==> config.mk <==
export PLATFORM = sky130hd
export DESIGN_NAME = hbridge_seq_flat
export DESIGN_NICKNAME = d
export VERILOG_FILES = /design/src/rtl/hbridge_seq_if.sv /design/src/rtl/hbridge_seq.sv /design/src/flat_wrapper.sv
export SDC_FILE = /design/constraint.sdc
export NUM_CORES = 1
export LEC_CHECK = 0
export ABC_AREA = 1
export CAP_MARGIN = 5
export CORE_MARGIN = 4
export CORE_UTILIZATION = 45
export DETAILED_ROUTE_END_ITERATION = 8
export PLACE_DENSITY_LB_ADDON = 0.08
export SKIP_LAST_GASP = 1
export SLEW_MARGIN = 20
export SYNTH_ARGS = -nofsm -noshare
export SYNTH_HDL_FRONTEND = slang
export SYNTH_SLANG_ARGS = --single-unit
==> constraint.sdc <==
create_clock -name clkin -period 6.1 [get_ports clkin]
set_clock_uncertainty 0.05 [all_clocks]
set_input_delay 1.83 -clock clkin [delete_from_list [all_inputs] [get_ports clkin]]
set_output_delay 1.83 -clock clkin [all_outputs]
set_load 0.01 [all_outputs]
==> src/rtl/hbridge_seq_if.sv <==
// rtl/hbridge_seq_if.sv - handshake and bridge-control bundle for hbridge_seq
//
// Purpose: groups the configuration, start/abort handshake and bridge outputs
// of the H-bridge sequencer so the pulse-program controller and the
// sequencer connect through one port.
//
// Signals:
//   load                         shadow-register write strobe
//   cfg_half/cfg_dead/cfg_dump   half-period H, dead time D, dump interval P (CNT_W)
//   cfg_cycles                   cycle count N (NUM_W)
//   start, abort                 burst request / stop request
//   forward, back, dumpoff_ctrl  bridge controls
//   busy, done, cfg_err          status
//
// Modports: master = pulse-program controller, slave = sequencer.
interface hbridge_seq_if #(
  parameter int CNT_W = 16,
  parameter int NUM_W = 10
);
  logic             load;
  logic [CNT_W-1:0] cfg_half;
  logic [CNT_W-1:0] cfg_dead;
  logic [NUM_W-1:0] cfg_cycles;
  logic [CNT_W-1:0] cfg_dump;
  logic             start;
  logic             abort;
  logic             forward;
  logic             back;
  logic             dumpoff_ctrl;
  logic             busy;
  logic             done;
  logic             cfg_err;

  modport master (
    output load, cfg_half, cfg_dead, cfg_cycles, cfg_dump, start, abort,
    input  forward, back, dumpoff_ctrl, busy, done, cfg_err
  );

  modport slave (
    input  load, cfg_half, cfg_dead, cfg_cycles, cfg_dump, start, abort,
    output forward, back, dumpoff_ctrl, busy, done, cfg_err
  );
endinterface

==> src/rtl/hbridge_seq.sv <==
// rtl/hbridge_seq.sv - H-bridge excitation sequencer with dead time and dump phase
//
// Purpose: drives forward/back bridge legs for N cycles of half-period H with
// D clocks of dead time at the end of each half, then holds dumpoff_ctrl for
// P clocks. Configuration is written to shadow registers with load and copied
// to active registers when a start is accepted in IDLE.
//
// Ports:
//   clkin   system clock
//   reset   asynchronous, active-high reset
//   bus     hbridge_seq_if.slave (config, start/abort, bridge controls, status)
//
// Optional build macro: HBRIDGE_CONT_EN - N=0 selects continuous cycling
// until abort; without it N=0 is rejected with cfg_err.
module hbridge_seq #(
  parameter int CNT_W = 16,
  parameter int NUM_W = 10
) (
  input  logic         clkin,
  input  logic         reset,
  hbridge_seq_if.slave bus
);

  localparam logic [2:0] S_IDLE  = 3'd0;
  localparam logic [2:0] S_FWD   = 3'd1;
  localparam logic [2:0] S_DEAD1 = 3'd2;
  localparam logic [2:0] S_BACK  = 3'd3;
  localparam logic [2:0] S_DEAD2 = 3'd4;
  localparam logic [2:0] S_DUMP  = 3'd5;

  logic [2:0]       state, state_nx;
  logic [CNT_W-1:0] phase_cnt, cnt_nx;
  logic [NUM_W-1:0] cyc_cnt, cyc_nx, cyc_inc;
  logic [CNT_W-1:0] sh_half, sh_dead, sh_dump;
  logic [NUM_W-1:0] sh_cycles;
  logic [CNT_W-1:0] act_half, act_dead, act_dump;
  logic [NUM_W-1:0] act_cycles;
  logic             start_q, start_nx;
  logic             done_q, done_nx;
  logic             err_q, err_nx;
  logic             cfg_ok, more_cycles, cycle_end;
  logic [CNT_W-1:0] on_len_m1;

  // Drive length minus one; D<H is guaranteed once a start is accepted.
  assign on_len_m1 = act_half - act_dead - CNT_W'(1);
  // Saturating increment so a long continuous run never wraps.
  assign cyc_inc   = (cyc_cnt == '1) ? cyc_cnt : cyc_cnt + NUM_W'(1);

`ifdef HBRIDGE_CONT_EN
  assign cfg_ok      = (act_half != '0) && (act_dead < act_half);
  assign more_cycles = (act_cycles == '0) || (cyc_inc < act_cycles);
`else
  assign cfg_ok      = (act_half != '0) && (act_dead < act_half) && (act_cycles != '0);
  assign more_cycles = (cyc_inc < act_cycles);
`endif

  // A start is captured (and the shadow copied) at one edge and validated at
  // the next, which is why forward/busy/cfg_err appear one clock after start.
  always_comb begin
    state_nx  = state;
    cnt_nx    = phase_cnt;
    cyc_nx    = cyc_cnt;
    start_nx  = 1'b0;
    done_nx   = 1'b0;
    err_nx    = 1'b0;
    cycle_end = 1'b0;
    if (state == S_IDLE) begin
      if (start_q) begin
        if (cfg_ok) begin
          state_nx = S_FWD;
          cnt_nx   = on_len_m1;
          cyc_nx   = '0;
        end else begin
          err_nx = 1'b1;
        end
      end else begin
        start_nx = bus.start & ~bus.abort;
      end
    end else if (bus.abort && (state != S_DUMP)) begin
      if (act_dump == '0) begin
        state_nx = S_IDLE;
        done_nx  = 1'b1;
      end else begin
        state_nx = S_DUMP;
        cnt_nx   = act_dump - CNT_W'(1);
      end
    end else if (phase_cnt != '0) begin
      cnt_nx = phase_cnt - CNT_W'(1);
    end else begin
      case (state)
        S_FWD: begin
          if (act_dead == '0) begin
            state_nx = S_BACK;
            cnt_nx   = on_len_m1;
          end else begin
            state_nx = S_DEAD1;
            cnt_nx   = act_dead - CNT_W'(1);
          end
        end
        S_DEAD1: begin
          state_nx = S_BACK;
          cnt_nx   = on_len_m1;
        end
        S_BACK: begin
          if (act_dead == '0) begin
            cycle_end = 1'b1;
          end else begin
            state_nx = S_DEAD2;
            cnt_nx   = act_dead - CNT_W'(1);
          end
        end
        S_DEAD2: cycle_end = 1'b1;
        S_DUMP: begin
          state_nx = S_IDLE;
          done_nx  = 1'b1;
        end
        default: state_nx = S_IDLE;
      endcase
      if (cycle_end) begin
        cyc_nx = cyc_inc;
        if (more_cycles) begin
          state_nx = S_FWD;
          cnt_nx   = on_len_m1;
        end else if (act_dump == '0) begin
          state_nx = S_IDLE;
          done_nx  = 1'b1;
        end else begin
          state_nx = S_DUMP;
          cnt_nx   = act_dump - CNT_W'(1);
        end
      end
    end
  end

  always_ff @(posedge clkin or posedge reset) begin
    if (reset) begin
      state      <= S_IDLE;
      phase_cnt  <= '0;
      cyc_cnt    <= '0;
      start_q    <= 1'b0;
      done_q     <= 1'b0;
      err_q      <= 1'b0;
      sh_half    <= '0;
      sh_dead    <= '0;
      sh_cycles  <= '0;
      sh_dump    <= '0;
      act_half   <= '0;
      act_dead   <= '0;
      act_cycles <= '0;
      act_dump   <= '0;
    end else begin
      state     <= state_nx;
      phase_cnt <= cnt_nx;
      cyc_cnt   <= cyc_nx;
      start_q   <= start_nx;
      done_q    <= done_nx;
      err_q     <= err_nx;
      if (bus.load) begin
        sh_half   <= bus.cfg_half;
        sh_dead   <= bus.cfg_dead;
        sh_cycles <= bus.cfg_cycles;
        sh_dump   <= bus.cfg_dump;
      end
      // Copies the pre-load shadow when load and start share an edge.
      if (start_nx) begin
        act_half   <= sh_half;
        act_dead   <= sh_dead;
        act_cycles <= sh_cycles;
        act_dump   <= sh_dump;
      end
    end
  end

  // Both legs decode from the one state register, so they can never overlap.
  assign bus.forward      = (state == S_FWD);
  assign bus.back         = (state == S_BACK);
  assign bus.dumpoff_ctrl = (state == S_DUMP);
  assign bus.busy         = (state != S_IDLE);
  assign bus.done         = done_q;
  assign bus.cfg_err      = err_q;

endmodule

==> src/flat_wrapper.sv <==
// flat-port wrapper written by rule: the top's interface ports become plain ports
module hbridge_seq_flat 
#(
  parameter int CNT_W = 16,
  parameter int NUM_W = 10
)
  (clkin, reset, bus_load, bus_cfg_half, bus_cfg_dead, bus_cfg_cycles, bus_cfg_dump, bus_start, bus_abort, bus_forward, bus_back, bus_dumpoff_ctrl, bus_busy, bus_done, bus_cfg_err);
  hbridge_seq_if #(.CNT_W(CNT_W), .NUM_W(NUM_W)) bus_i ();
  input  logic clkin;
  input  logic reset;
  input wire logic [$bits(bus_i.load)-1:0] bus_load;
  input wire logic [$bits(bus_i.cfg_half)-1:0] bus_cfg_half;
  input wire logic [$bits(bus_i.cfg_dead)-1:0] bus_cfg_dead;
  input wire logic [$bits(bus_i.cfg_cycles)-1:0] bus_cfg_cycles;
  input wire logic [$bits(bus_i.cfg_dump)-1:0] bus_cfg_dump;
  input wire logic [$bits(bus_i.start)-1:0] bus_start;
  input wire logic [$bits(bus_i.abort)-1:0] bus_abort;
  output wire logic [$bits(bus_i.forward)-1:0] bus_forward;
  output wire logic [$bits(bus_i.back)-1:0] bus_back;
  output wire logic [$bits(bus_i.dumpoff_ctrl)-1:0] bus_dumpoff_ctrl;
  output wire logic [$bits(bus_i.busy)-1:0] bus_busy;
  output wire logic [$bits(bus_i.done)-1:0] bus_done;
  output wire logic [$bits(bus_i.cfg_err)-1:0] bus_cfg_err;
  assign bus_i.load = bus_load;
  assign bus_i.cfg_half = bus_cfg_half;
  assign bus_i.cfg_dead = bus_cfg_dead;
  assign bus_i.cfg_cycles = bus_cfg_cycles;
  assign bus_i.cfg_dump = bus_cfg_dump;
  assign bus_i.start = bus_start;
  assign bus_i.abort = bus_abort;
  assign bus_forward = bus_i.forward;
  assign bus_back = bus_i.back;
  assign bus_dumpoff_ctrl = bus_i.dumpoff_ctrl;
  assign bus_busy = bus_i.busy;
  assign bus_done = bus_i.done;
  assign bus_cfg_err = bus_i.cfg_err;
  hbridge_seq #(.CNT_W(CNT_W), .NUM_W(NUM_W)) u_core (.clkin(clkin), .reset(reset), .bus(bus_i));
endmodule
==> flow_summary_export.csv, run 1 <==
group,metric,value,unit
status,status,"finished, final reports clean",
timing,worst-slew-pin-transition,1170,ps
timing,post-route-min-period,4420,ps
cells_and_area,layout.core_utilization,0.531,
cells_and_area,nets,1449,
drt,via_count,8688,
timing,final_max_slew_violation_count,0,
timing,rsz0062_at_grt,"false",
timing,timing.max_slew.rel_slack,0.212,
drt,drt_wl_total,27600,um
floorplan,core-area,21000,um2
drt,antenna_left,0,
synth,synth.cell_area,9620,um2
power,max-vdd-ir-drop,0.220,mV
clocking,ctsHoldBuffers,0,
synth,async_flop_share,1.00,
global_route,grt_util_all_layers,0.235,
global_route,grt_pass1_wl,44300,um
critical_path,r2r_slack,2280,ps
timing,max_fclk,226,MHz
synth,ys_flop_type,"sky130_fd_sc_hd__dfrtp_1",
worst_hold_path,worst_hold_path.endpoint,"u_core.act_dead[7]",
floorplan,chipHeight,154,um
floorplan,die-area,23800,um2
timing,setup_viol_count_final,0,
critical_path,critPathKind,"flip-flop to primary output",
power,cellLeakagePower,5.28,nW
synth,yosys.cell_types.count,42,
drt,avgViaCountPerCell,5.34,
critical_path,timing.rr.start,"u_core.cyc_cnt[0]",
place,place_worst_setup_slack,2020,ps
place,gpl.final_weighted_congestion,1.02,
synth,synthMostInstantiatedCell,"sky130_fd_sc_hd__nand2_1",
critical_path,timing.critical_path.arrival,2540,ps
place,dp_hpwl,20800,um
floorplan,placement_rows,53,
floorplan,io_pins,69,
clocking,insertion_delay,440,ps
critical_path,setup.worst_path.start_class,"flip-flop",
synth,post_synth_edffs,0,
timing,totalNegativeSetupSlack,0,ps
global_route,grt_overflow_total,0,
synth,synthDominantAreaCellType,"sky130_fd_sc_hd__dfrtp_1",
cells_and_area,fill_cells,2104,
clocking,tritoncts,"done",
drt,first_iter_violations,857,
timing,fin_crit_sh,0.724,
synth,synth_top_cell_area_share,0.385,
synth,avgSynthCellArea,7.50,um2
floorplan,fp.dieW,154,um
clocking,post-cts-setup-buffer-count,0,
critical_path,critical_path.reg2reg.endpoint,"u_core.phase_cnt[11]",
synth,post_synth_most_frequent_cells,"sky130_fd_sc_hd__nand2_1, sky130_fd_sc_hd__dfrtp_1, sky130_fd_sc_hd__inv_1",
cells_and_area,share_of_cells_above_drive_strength_1,0.0866,
place,dp_cells,1594,
timing,timing.final.hold_violations,0,
clocking,path_clk_slew,70,ps
critical_path,nature_of_the_critical_path_endpoint,"primary output",
floorplan,floorplan.initialDensity,0.458,
job,drv.max_cap_violation_count,0,
power,powerDensity,576,nW/um2
clocking,numClockSinks,148,
synth,yosys-top-cells-area,"sky130_fd_sc_hd__dfrtp_1, sky130_fd_sc_hd__nand2_1, sky130_fd_sc_hd__mux2_2",
clocking,cts_buffers,17,
worst_hold_path,hold_path_startpoint,"u_core.sh_dead[7]",
place,port-buffer-count,68,
cells_and_area,area_delta_synth_final,16.1,%
timing,finalWorstSetupSlack,1680,ps
worst_hold_path,min_delay_path_depth,2,
synth,synth-warning-count,0,
clocking,cts-root-to-sink-buffers,2,
synth,syn_inst,1282,
global_route,grt_max_degree,99,
cells_and_area,final_cell_count_no_fill,1626,
drt,drc,0,
global_route,via_count_of_the_first_global_routing_pass,8038,
drt,wire_per_inst,16.9,um
clocking,htreeDepth,4,
critical_path,worst-path-max-fanout,14,
synth,synth.ff_latch_count,148,
critical_path,r2r_cell_count,21,
clocking,cts.repair.resized,0,
critical_path,crit_required,4220,ps
clocking,clk_root_buf,"sky130_fd_sc_hd__clkbuf_16",
cells_and_area,antenna_cells,0,
synth,sequential_element_share_of_the_synthesized_area,0.385,
global_route,grt_antenna_before_repair,0,
synth,syn_nets,1393,
drt,drt_pre_antenna_iters,6,
worst_hold_path,hold_path.class,"flip-flop to flip-flop",
==> cell type report <==
class / count / area, um2 / share of cell area
Clock inverter: 15 / 208 / 0.0186
Clock buffer: 17 / 425 / 0.0381
Multi-Input combinational cell: 953 / 5220 / 0.467
Sequential cell: 148 / 3700 / 0.332
Inverter: 143 / 542 / 0.0485
Tap cell: 275 / 344 / 0.0308
Timing Repair Buffer: 75 / 728 / 0.0652
==> report_power, final <==
group / leakage [nW] / switching [mW] / total [mW] / internal [mW]
combinational: 3.17 / 2.46 / 3.68 / 1.22
clock: 0.307 / 0.523 / 1.12 / 0.599
sequential: 1.80 / 0.324 / 1.63 / 1.31
total: 5.28 / 3.31 / 6.44 / 3.12
==> per-layer routing <==
layer  track usage  wire [um]  up-vias
met5             0          0        -
met4        0.0610        607        0
met3        0.0386       1580       39
met2         0.360      12500      300
met1         0.346      12900     4039
li1              -          -     4310
==> logic make-up after synthesis <==
family / after synthesis / share of synthesized area
compound gates: 204 / 0.113
mux: 53 / 0.0620
flops: 148 / 0.385
xor+xnor: 40 / 0.0364
fa+ha+maj: 48 / 0.0632
simple gates: 608 / 0.265
buf+inv: 181 / 0.0754
==> sequential cells by signal, indices dropped and copies added, names as in the netlist <==
signal and count:
u_core.act_dead 16, u_core.act_dump 16, u_core.act_half 16, u_core.phase_cnt 16, u_core.sh_dead 16, u_core.sh_dump 16, u_core.sh_half 16, u_core.act_cycles 10
u_core.cyc_cnt 10, u_core.sh_cycles 10, u_core.state 3, u_core.bus.cfg_err 1, u_core.bus.done 1, u_core.start_q 1
==> through the flow <==
| stage | instance area, um2 | hold WS, ps | total power, mW |
|---|---|---|---|
| 2_1_floorplan | 9620 | 395 | 4.20 |
| 3_3_place_gp | 10500 | 415 | 5.19 |
| 3_5_place_dp | 10500 | 421 | 5.22 |
| 4_1_cts | 11200 | 431 | 6.38 |
| 5_1_grt | 11200 | 451 | 7.00 |
| 6_report | 11200 | 426 | 6.44 |
==> how the worst max path moves through the flow <==
stage	start	end	slack, ps
2_1_floorplan	reset	u_core.act_cycles[0]	240
3_3_place_gp	bus_abort	u_core.phase_cnt[14]	2100
3_5_place_dp	bus_abort	u_core.phase_cnt[13]	2020
4_1_cts	u_core.state[1]	bus_busy	1680
5_1_grt	u_core.state[1]	bus_busy	1470
6_report	u_core.state[1]	bus_busy	1680
==> placed cells by master, fill, tap and decap left out, drive strengths merged, types with 3 or more instances in the layout <==
master / synthesis / final
clkinv: 0 / 7
nand3: 83 / 83
o21ai: 118 / 118
nand3b: 3 / 3
o22ai: 14 / 14
inv: 143 / 150
a21oi: 53 / 53
dfrtp: 148 / 148
nand4: 13 / 13
nor2: 95 / 95
nor4: 9 / 9
o31ai: 4 / 4
buf: 18 / 8
clkbuf: 20 / 17
mux2: 53 / 53
nand2: 380 / 380
a31oi: 3 / 3
nor3: 19 / 19
o211ai: 5 / 5
xor2: 31 / 31
ha: 47 / 47
xnor2: 9 / 9
clkdlybuf4s50: 0 / 67
==> critical path, cell delays in order, from the launching register on <==
cell	delay, ps
sky130_fd_sc_hd__dfrtp_1	450
sky130_fd_sc_hd__nor2_1	160
sky130_fd_sc_hd__inv_1	90
sky130_fd_sc_hd__nor2_1	740
sky130_fd_sc_hd__inv_1	150
sky130_fd_sc_hd__clkdlybuf4s50_1	520
(Power assumes the default switching activity.)
==> run 2, diff against run 1 <==
clock period = 4 ns   (was 6.1 ns; I/O delays follow)
==> flow_summary_export.csv, run 2 (synthesis results as in run 1) <==
group,metric,value,unit
status,status,"finished, final reports clean",
job,drv.max_cap_violation_count,0,
clocking,ctsHoldBuffers,0,
floorplan,fp.dieW,154,um
clocking,post-cts-setup-buffer-count,0,
floorplan,floorplan.initialDensity,0.458,
timing,timing.final.hold_violations,0,
cells_and_area,fill_cells,2063,
global_route,grt_antenna_before_repair,0,
drt,drt_wl_total,28100,um
drt,avgViaCountPerCell,5.34,
drt,drc,0,
clocking,cts_buffers,17,
timing,max_fclk,286,MHz
place,dp_hpwl,21400,um
global_route,grt_pass1_wl,45100,um
timing,post-route-min-period,3500,ps
timing,setup_viol_count_final,0,
drt,drt_pre_antenna_iters,5,
timing,worst-slew-pin-transition,1070,ps
global_route,grt_overflow_total,0,
timing,fin_crit_sh,0.874,
worst_hold_path,hold_path.class,"flip-flop to flip-flop",
cells_and_area,nets,1454,
global_route,via_count_of_the_first_global_routing_pass,8364,
cells_and_area,share_of_cells_above_drive_strength_1,0.0900,
timing,totalNegativeSetupSlack,0,ps
clocking,numClockSinks,148,
critical_path,timing.critical_path.mode_cell,"sky130_fd_sc_hd__nand2_1",
critical_path,worst-path-max-fanout,17,
cells_and_area,mostFrequentLayoutCells,"sky130_fd_sc_hd__nand2_1, sky130_fd_sc_hd__dfrtp_1, sky130_fd_sc_hd__inv_1",
timing,timing.max_slew.rel_slack,0.283,
cells_and_area,area_delta_synth_final,16.4,%
global_route,grt_max_degree,149,
drt,first_iter_violations,622,
cells_and_area,layout.cells.most_common,"sky130_fd_sc_hd__nand2_1",
power,cellLeakagePower,5.29,nW
critical_path,critPathKind,"flip-flop to flip-flop",
clocking,htreeDepth,4,
drt,wire_per_inst,17.2,um
floorplan,chipHeight,154,um
cells_and_area,antenna_cells,0,
place,gpl.final_weighted_congestion,0.961,
clocking,tritoncts,"done",
floorplan,placement_rows,53,
power,powerDensity,878,nW/um2
power,max-vdd-ir-drop,0.357,mV
clocking,insertion_delay,440,ps
clocking,cts-root-to-sink-buffers,2,
floorplan,io_pins,69,
clocking,clk_root_buf,"sky130_fd_sc_hd__clkbuf_16",
critical_path,setup.worst_path.start_class,"flip-flop",
critical_path,timing.critical_path.arrival,3770,ps
critical_path,max_stage_delay,370,ps
global_route,grt_util_all_layers,0.239,
critical_path,crit_required,4270,ps
critical_path,nature_of_the_critical_path_endpoint,"flip-flop",
timing,final_max_slew_violation_count,0,
floorplan,core-area,21000,um2
cells_and_area,final_cell_count_no_fill,1631,
critical_path,worst_path_max_delay_cell,"sky130_fd_sc_hd__dfrtp_1",
floorplan,die-area,23800,um2
place,port-buffer-count,68,
critical_path,critical_path.cell_chain,"ha_1 -> nand2_1 -> nor2_1 -> nand3_2 -> nand2_1 -> nor2_1 -> xor2_1 -> ha_1 -> a21oi_1 -> o21a_1 -> nor2_1 -> nor2_1 -> nand2_2 -> nand2_1 -> nand2_2 -> nand2_1 -> nand3_1 -> nand2_1 -> nand2_1 -> nand2_1 -> nand2_1",
place,dp_cells,1599,
clocking,cts.repair.resized,0,
drt,via_count,8715,
drt,antenna_left,0,
timing,rsz0062_at_grt,"false",
clocking,path_clk_slew,80,ps
[run 2: cell count changes in the layout (fill, tap and decap cells not counted), sizes merged]
| cell | change |
|---|---|
| buf | +5 |
| clkinvlp | +5 |
| clkinv | -3 |
| bufinv | -1 |
| inv | -1 |
[run 2: final cells by class]
class | count | area [um2] | area share
Clock buffer | 17 | 425 | 0.0380
Clock inverter | 15 | 178 | 0.0159
Inverter | 143 | 544 | 0.0486
Multi-Input combinational cell | 953 | 5210 | 0.465
Sequential cell | 148 | 3700 | 0.331
Tap cell | 275 | 344 | 0.0307
Timing Repair Buffer | 80 | 791 | 0.0706
[run 2: metrics by stage]
stage	hold WS (ps)	total power [mW]	utilization	area (um2)	setup WS, ps
6_report	425	9.84	0.533	11200	503
5_1_grt	448	10.7	0.533	11200	63.1
4_1_cts	429	9.79	0.533	11200	475
3_5_place_dp	413	8.10	0.504	10600	513
3_3_place_gp	403	8.07	0.504	10600	568
2_1_floorplan	395	6.41	-	9620	889
[run 2: worst paths after layout]
check / cells past startpoint / from / to / slack, ps
max reg2reg: 21 / u_core.cyc_cnt[0] / u_core.phase_cnt[3] / 500
min: 2 / u_core.sh_half[7] / u_core.act_half[7] / 430
min reg2reg: 2 / u_core.sh_half[7] / u_core.act_half[7] / 430
max: 21 / u_core.cyc_cnt[0] / u_core.phase_cnt[3] / 500
max in group asynchronous: 3 / reset / u_core.act_dead[14] / 1970
min in group asynchronous: 3 / reset / u_core.sh_cycles[5] / 1280
[run 2: critical path, delay by kind of cell (launching register included)]
family / cells / cell delay (ps)
XOR/XNOR: 1 / 160
AND/OR/NAND/NOR: 16 / 2000
adder cells (fa/ha/maj): 2 / 520
flip-flops: 1 / 370
AO/OA/AOI/OAI: 2 / 280
[run 2: metal layers]
metal | wire length, um | up-vias | global-route usage | part of all wire
li1 | - | 4318 | - | -
met1 | 13300 | 4073 | 0.345 | 0.47
met2 | 12300 | 264 | 0.365 | 0.44
met3 | 1500 | 60 | 0.0350 | 0.053
met4 | 1020 | 0 | 0.0892 | 0.036
met5 | 0 | - | 0 | 0
[run 2: power breakdown]
group | switching (mW) | internal, mW | leakage [nW]
Combinational | 3.79 | 1.89 | 3.20
Sequential | 0.526 | 1.99 | 1.80
Clock | 0.788 | 0.847 | 0.284
==> run 3, diff against run 2 <==
ABC_CLOCK_PERIOD_IN_PS = 4000   (was default)
==> results of run 3 <==
The final DEF is identical to that of run 2; final timing and power are the same.
